--- src/rtl/iram_pkg.sv ---
// Shared types and defaults for the programmable instruction RAM.
package iram_pkg;

  typedef enum logic [1:0] {
    S_CLEAR = 2'd0,
    S_IDLE  = 2'd1,
    S_LOAD  = 2'd2,
    S_DONE  = 2'd3
  } iram_state_e;

  // Word written by the clear sweep; all-zero decodes as a NOP for the core.
  localparam logic [15:0] NOP_WORD = 16'h0000;

  localparam int IRAM_DATA_W = 16;
  localparam int IRAM_ADDR_W = 8;
  localparam int IRAM_DEPTH  = 128;

  // Bits needed to index DEPTH words (at least one bit).
  function automatic int idx_w(input int depth);
    return (depth > 1) ? $clog2(depth) : 1;
  endfunction

endpackage

--- src/rtl/iram_load_fsm.sv ---
// Loader control: clear sweep after reset, then valid/ready word stream at a base index.
module iram_load_fsm
  import iram_pkg::*;
#(
  parameter int DEPTH  = IRAM_DEPTH,
  parameter int ADDR_W = IRAM_ADDR_W,
  parameter int CW     = $clog2(DEPTH) + 1,
  parameter int IW     = idx_w(DEPTH)
) (
  input  logic            clk,
  input  logic            rst,
  input  logic            ld_start,
  input  logic [ADDR_W-2:0] ld_base,
  input  logic            ld_valid,
  input  logic            ld_last,
  output logic            busy,
  output logic            ld_ready,
  output logic            ld_done,
  output logic            ld_err,
  output logic [CW-1:0]   ld_count,
  output logic            clr_we,
  output logic            ld_we,
  output logic [IW-1:0]   wr_idx
);

  localparam logic [CW-1:0] DEPTH_C = CW'(DEPTH);
  localparam logic [31:0]   DEPTH_U = 32'(DEPTH);

  iram_state_e   state_q, state_d;
  logic [CW-1:0] wptr_q, wptr_d;
  logic [CW-1:0] cnt_q, cnt_d;
  logic          err_q, err_d;

  logic [31:0]   base_u;
  logic [CW-1:0] base_sat;

  // A base at or past the end starts the pointer at DEPTH so every word overflows.
  always_comb begin
    base_u   = 32'(ld_base);
    base_sat = (base_u >= DEPTH_U) ? DEPTH_C : CW'(base_u);
  end

  // Next-state, pointer, count and error update; wptr doubles as the clear pointer.
  always_comb begin
    state_d = state_q;
    wptr_d  = wptr_q;
    cnt_d   = cnt_q;
    err_d   = err_q;
    clr_we  = 1'b0;
    ld_we   = 1'b0;
    case (state_q)
      S_CLEAR: begin
        clr_we = 1'b1;
        if (wptr_q == DEPTH_C - CW'(1)) begin
          state_d = S_IDLE;
          wptr_d  = '0;
        end else begin
          wptr_d = wptr_q + CW'(1);
        end
      end
      S_IDLE: begin
        if (ld_start) begin
          state_d = S_LOAD;
          wptr_d  = base_sat;
          cnt_d   = '0;
          err_d   = 1'b0;
        end
      end
      S_LOAD: begin
        if (ld_valid) begin
          // Words past the end are accepted and dropped so the stream drains to LAST.
          if (wptr_q < DEPTH_C) begin
            ld_we  = 1'b1;
            wptr_d = wptr_q + CW'(1);
            cnt_d  = cnt_q + CW'(1);
          end else begin
            err_d = 1'b1;
          end
          if (ld_last) begin
            state_d = S_DONE;
          end
        end
      end
      S_DONE: begin
        state_d = S_IDLE;
      end
      default: begin
        state_d = S_CLEAR;
        wptr_d  = '0;
      end
    endcase
  end

  // Control registers; reset restarts the clear sweep from word 0.
  always_ff @(posedge clk) begin
    if (rst) begin
      state_q <= S_CLEAR;
      wptr_q  <= '0;
      cnt_q   <= '0;
      err_q   <= 1'b0;
    end else begin
      state_q <= state_d;
      wptr_q  <= wptr_d;
      cnt_q   <= cnt_d;
      err_q   <= err_d;
    end
  end

  // Status outputs decoded from the current state.
  always_comb begin
    busy     = (state_q != S_IDLE);
    ld_ready = (state_q == S_LOAD);
    ld_done  = (state_q == S_DONE);
    ld_err   = err_q;
    ld_count = cnt_q;
    wr_idx   = wptr_q[IW-1:0];
  end

endmodule

--- src/rtl/iram_prog.sv ---
// Instruction RAM with runtime program load and a combinational or registered fetch port.
module iram_prog
  import iram_pkg::*;
#(
  parameter int DATA_W   = IRAM_DATA_W,
  parameter int ADDR_W   = IRAM_ADDR_W,
  parameter int DEPTH    = IRAM_DEPTH,
  parameter int READ_REG = 0,
  parameter int CW       = $clog2(DEPTH) + 1
) (
  input  logic              CLK,
  input  logic              RESET,
  input  logic [ADDR_W-1:0] ADDR,
  output logic [DATA_W-1:0] Q,
  output logic              MISALIGN,
  output logic              BUSY,
  input  logic              LD_START,
  input  logic [ADDR_W-2:0] LD_BASE,
  input  logic              LD_VALID,
  output logic              LD_READY,
  input  logic [DATA_W-1:0] LD_DATA,
  input  logic              LD_LAST,
  output logic              LD_DONE,
  output logic              LD_ERR,
  output logic [CW-1:0]     LD_COUNT
);

  localparam int          IW      = idx_w(DEPTH);
  localparam logic [31:0] DEPTH_U = 32'(DEPTH);

  logic [DATA_W-1:0] mem_q [DEPTH];

  logic              clr_we;
  logic              ld_we;
  logic [IW-1:0]     wr_idx;
  logic              mem_we;
  logic [DATA_W-1:0] mem_wdata;

  logic [ADDR_W-2:0] rd_idx;
  logic [DATA_W-1:0] rd_word;

  iram_load_fsm #(
    .DEPTH  (DEPTH),
    .ADDR_W (ADDR_W),
    .CW     (CW),
    .IW     (IW)
  ) u_load_fsm (
    .clk      (CLK),
    .rst      (RESET),
    .ld_start (LD_START),
    .ld_base  (LD_BASE),
    .ld_valid (LD_VALID),
    .ld_last  (LD_LAST),
    .busy     (BUSY),
    .ld_ready (LD_READY),
    .ld_done  (LD_DONE),
    .ld_err   (LD_ERR),
    .ld_count (LD_COUNT),
    .clr_we   (clr_we),
    .ld_we    (ld_we),
    .wr_idx   (wr_idx)
  );

  // Write mux: clear sweep stores NOPs, load stores the streamed word.
  always_comb begin
    mem_we    = clr_we | ld_we;
    mem_wdata = clr_we ? DATA_W'(NOP_WORD) : LD_DATA;
  end

  // Array write port; contents are not reset, the clear sweep initialises them.
  always_ff @(posedge CLK) begin
    if (mem_we) begin
      mem_q[wr_idx] <= mem_wdata;
    end
  end

  // Fetch decode: byte address to word index, low bit only flags misalignment.
  always_comb begin
    rd_idx   = ADDR[ADDR_W-1:1];
    MISALIGN = ADDR[0];
    if (32'(rd_idx) < DEPTH_U) begin
      rd_word = mem_q[rd_idx[IW-1:0]];
    end else begin
      rd_word = '0;
    end
  end

  generate
    if (READ_REG != 0) begin : g_rd_reg
      logic [DATA_W-1:0] q_q, q_d;

      // Registered read samples the array before this edge's write lands (old data).
      always_comb begin
        q_d = rd_word;
      end

      // Output register with one cycle of fetch latency.
      always_ff @(posedge CLK) begin
        if (RESET) begin
          q_q <= '0;
        end else begin
          q_q <= q_d;
        end
      end

      assign Q = q_q;
    end else begin : g_rd_comb
      assign Q = rd_word;
    end
  endgenerate

endmodule

--- config.mk ---
export PLATFORM = sky130hd
export DESIGN_NAME = iram_prog
export DESIGN_NICKNAME = d
export VERILOG_FILES = /design/src/rtl/iram_pkg.sv /design/src/rtl/iram_load_fsm.sv /design/src/rtl/iram_prog.sv
export SDC_FILE = /design/constraint.sdc
export NUM_CORES = 2
export LEC_CHECK = 0
export CORE_MARGIN = 3
export CORE_UTILIZATION = 30
export DETAILED_ROUTE_END_ITERATION = 12
export PLACE_DENSITY = 0.54
export SLEW_MARGIN = 10
export SYNTH_ARGS = -nofsm -noshare
export SYNTH_HDL_FRONTEND = slang
export SYNTH_SLANG_ARGS = --single-unit
--- constraint.sdc ---
create_clock -name CLK -period 11.35 [get_ports CLK]
set_clock_uncertainty 0.2 [all_clocks]
set_input_delay 1.7025 -clock CLK [delete_from_list [all_inputs] [get_ports CLK]]
set_output_delay 1.7025 -clock CLK [all_outputs]
set_load 0.01 [all_outputs]
==> metrics.yaml <==
gp_congestion: 0.758
post_cts_buffers: 0
drt_iter0_markers: 4379
num_vias: 35961
outcome: "finished, final reports clean"
fillCellCount: 24123
yosys.cell_types.count: 44
p_leak_nw: 28.3
cts_repair_resize_count: 0
root_buffer: "clkbuf_16"
synth-seq-cells: 2067
cp_cell_sequence: "buf_8 > buf_4 > buf_4 > mux4_2 > mux4_2 > mux4_2 > mux2_2 > clkdlybuf4s50_1"
end_kind: "primary output"
yosys-top-cells-count: "edfxtp_1 (2,048), mux4_2 (672), nor2_1 (147)"
crit_family: "buffers and inverters"
fp.dieH_um: 520
finalSetupViolations: 0
hold_path.class: "reg -> reg"
syn2layout_area_growth_pct: 15.9
nNetsFinal: 3548
cts.clk_slew.worst_paths_ps: 60
powerDensity_nw_per_um2: 189
cts_num_sinks: 2067
dp.cells: 6809
dp_hpwl_um: 114000
avgSynthCellArea_um2: 24.6
crit_type: "in -> out"
start_util_pct: 30.2
ctsHoldBuffers: 0
finalCritPeriodShare_pct: 68.9
cp-start-kind: "primary input"
grt_max_degree: 119
grt.total_usage_pct: 14.9
rsz0062_at_grt: "false"
final_area_um2: 92000
synth-async-reset-ratio_pct: 0
worstPathRequired_ps: 9450
numCtsBuffers: 210
viasPerCell: 5.00
synth_ff_type: "edfxtp_1"
drc: 0
seq_area_frac_synth_pct: 78.0
setup_tns_ps: 0
grt_pass1_vias: 36807
drv_cap: 0
synth_edf_count: 2048
path_max_fanout: 60
dieArea_um2: 271000
cts_buffer_depth: 3
fin_crit_ps: 7820
cp_slowest_cell: "buf_4"
first_pass_iters: 6
antenna_found_initial: 21
synth_top_cell_area_share_pct: 77.5
yosys_warnings: 0
grt-ovfl-total: 0
critPathArrivalTime_ps: 5920
p_total_w: 0.0174
synth_cells: 3222
die_x_um: 520
ant_nets: 0
yosysTopAreaCell: "edfxtp_1"
max-vdd-ir-drop_mv: 0.165
syn_area_um2: 79400
tritoncts: "built"
syn-num-nets: 3264
grt_pass1_wl_um: 288000
placed_area_um2: 85500
drt-total-wl_um: 203000
clk_latency_ps: 840
yosysMostFrequentCell: "edfxtp_1"
max_stage_delay_ps: 670
slew_viol_final: 0
core_area_um2: 263000
max_slew.worst_pin.slew_ps: 1240
cpMostUsedCell: "mux4_2"
hold_viol: 0
drive_above_1_share_pct: 34.0
relSlewSlack_pct: 17.0
port_buffers: 62
synth_area_leaders: "edfxtp_1 (77%), mux4_2 (19%), nor2_1 (0.70%)"
wl_per_cell_um: 28.2
h-tree-depth: 4
row_count: 188
pin_count: 65
max_freq_ghz: 0.128
cp_num_buf_inv: 4
instances_no_fill: 7198
-- path summary, 6_finish.rpt --
path | start | end | slack (ps) | cells past startpoint
worst max-delay path | ADDR[1] | Q[6] | 3530 | 8
worst min-delay path | u_load_fsm.ld_count[7] | u_load_fsm.ld_count[7] | 340 | 2
worst max register to register | u_load_fsm.state_q[0] | mem_q[83][14] | 6790 | 7
worst min register to register | u_load_fsm.ld_count[7] | u_load_fsm.ld_count[7] | 340 | 2
-- worst reg2reg max path: stages (launching register included) --
cell     delay (ps)
dfxtp_1         320
inv_1           100
ha_2            830
nor2_1          440
nor2_1          330
nand3_2         770
nor2_1          820
buf_4           400
-- flip-flops by register name, indices dropped and copies added, names as in the netlist --
name,count
mem_q,2048
u_load_fsm.ld_count,8
u_load_fsm.ld_err,1
u_load_fsm.state_q,2
u_load_fsm.wptr_q,8
-- per-layer routing --
| layer | share of wire [%] | vias to the layer above | wire [um] | GRT usage, % |
|---|---|---|---|---|
| met1 | 44 | 19900 | 89500 | 21.5 |
| li1 | - | 14546 | - | - |
| met3 | 7.0 | 234 | 14200 | 3.03 |
| met5 | 0.013 | - | 27 | 0 |
| met2 | 47 | 1277 | 95800 | 23.4 |
| met4 | 1.7 | 4 | 3490 | 3.09 |
-- cells by family after synthesis --
logic type | synth area share (%)
muxes | 19.3
buffers and inverters | 0.963
AOI/OAI and AO/OA | 0.284
adders and majority gates | 0.0946
DFF | 78.0
and+or+nand+nor | 1.33
xor gates and xnor gates | 0.0662
-- cell type report --
cell class | instances | area [um^2] | area share (%)
Clock buffer | 279 | 5620 | 6.11
Multi-Input combinational cell | 977 | 17100 | 18.6
Clock inverter | 104 | 828 | 0.901
Timing Repair Buffer | 243 | 2110 | 2.29
Inverter | 7 | 26.3 | 0.0286
Antenna cell | 6 | 15.0 | 0.0163
Tap cell | 3515 | 4400 | 4.78
Sequential cell | 2067 | 61900 | 67.3
-- power by group --
part           switching [W]  leakage [nW]  total (W)  internal, W
sequential         0.0000332          19.1    0.00906      0.00903
clock                0.00283          3.15    0.00654      0.00371
combinational        0.00131          6.10    0.00176     0.000456
total                0.00417          28.3     0.0174       0.0132
-- metrics by stage --
stage          utilization (%)  worst slack [ps]  hold WS [ps]
3_3_place_gp              32.5              3420           312
6_report                  35.0              3530           340
5_1_grt                   35.0              3250           364
4_1_cts                   35.0              3450           336
2_1_floorplan                -              5300           304
3_5_place_dp              32.5              3450           305
-- cells in the final DEF, fill, tap and decap left out, types with 5 or more instances in the layout --
master,instances
clkinv_1,46
nor2_2,77
clkbuf_1,64
o21ai_0,5
nor2_1,69
nor2b_1,6
inv_6,6
inv_1,7
bufinv_16,11
a21oi_1,12
buf_12,10
buf_4,171
nand2_1,26
clkinv_2,33
dfxtp_1,19
nor2b_4,16
xor2_1,5
clkbuf_16,215
diode_2,6
clkdlybuf4s50_1,56
mux4_2,672
nand2b_1,5
ha_1,5
edfxtp_1,2048
mux2_2,16
nand3_1,10
No activity file was read; power rests on OpenSTA's default activity.
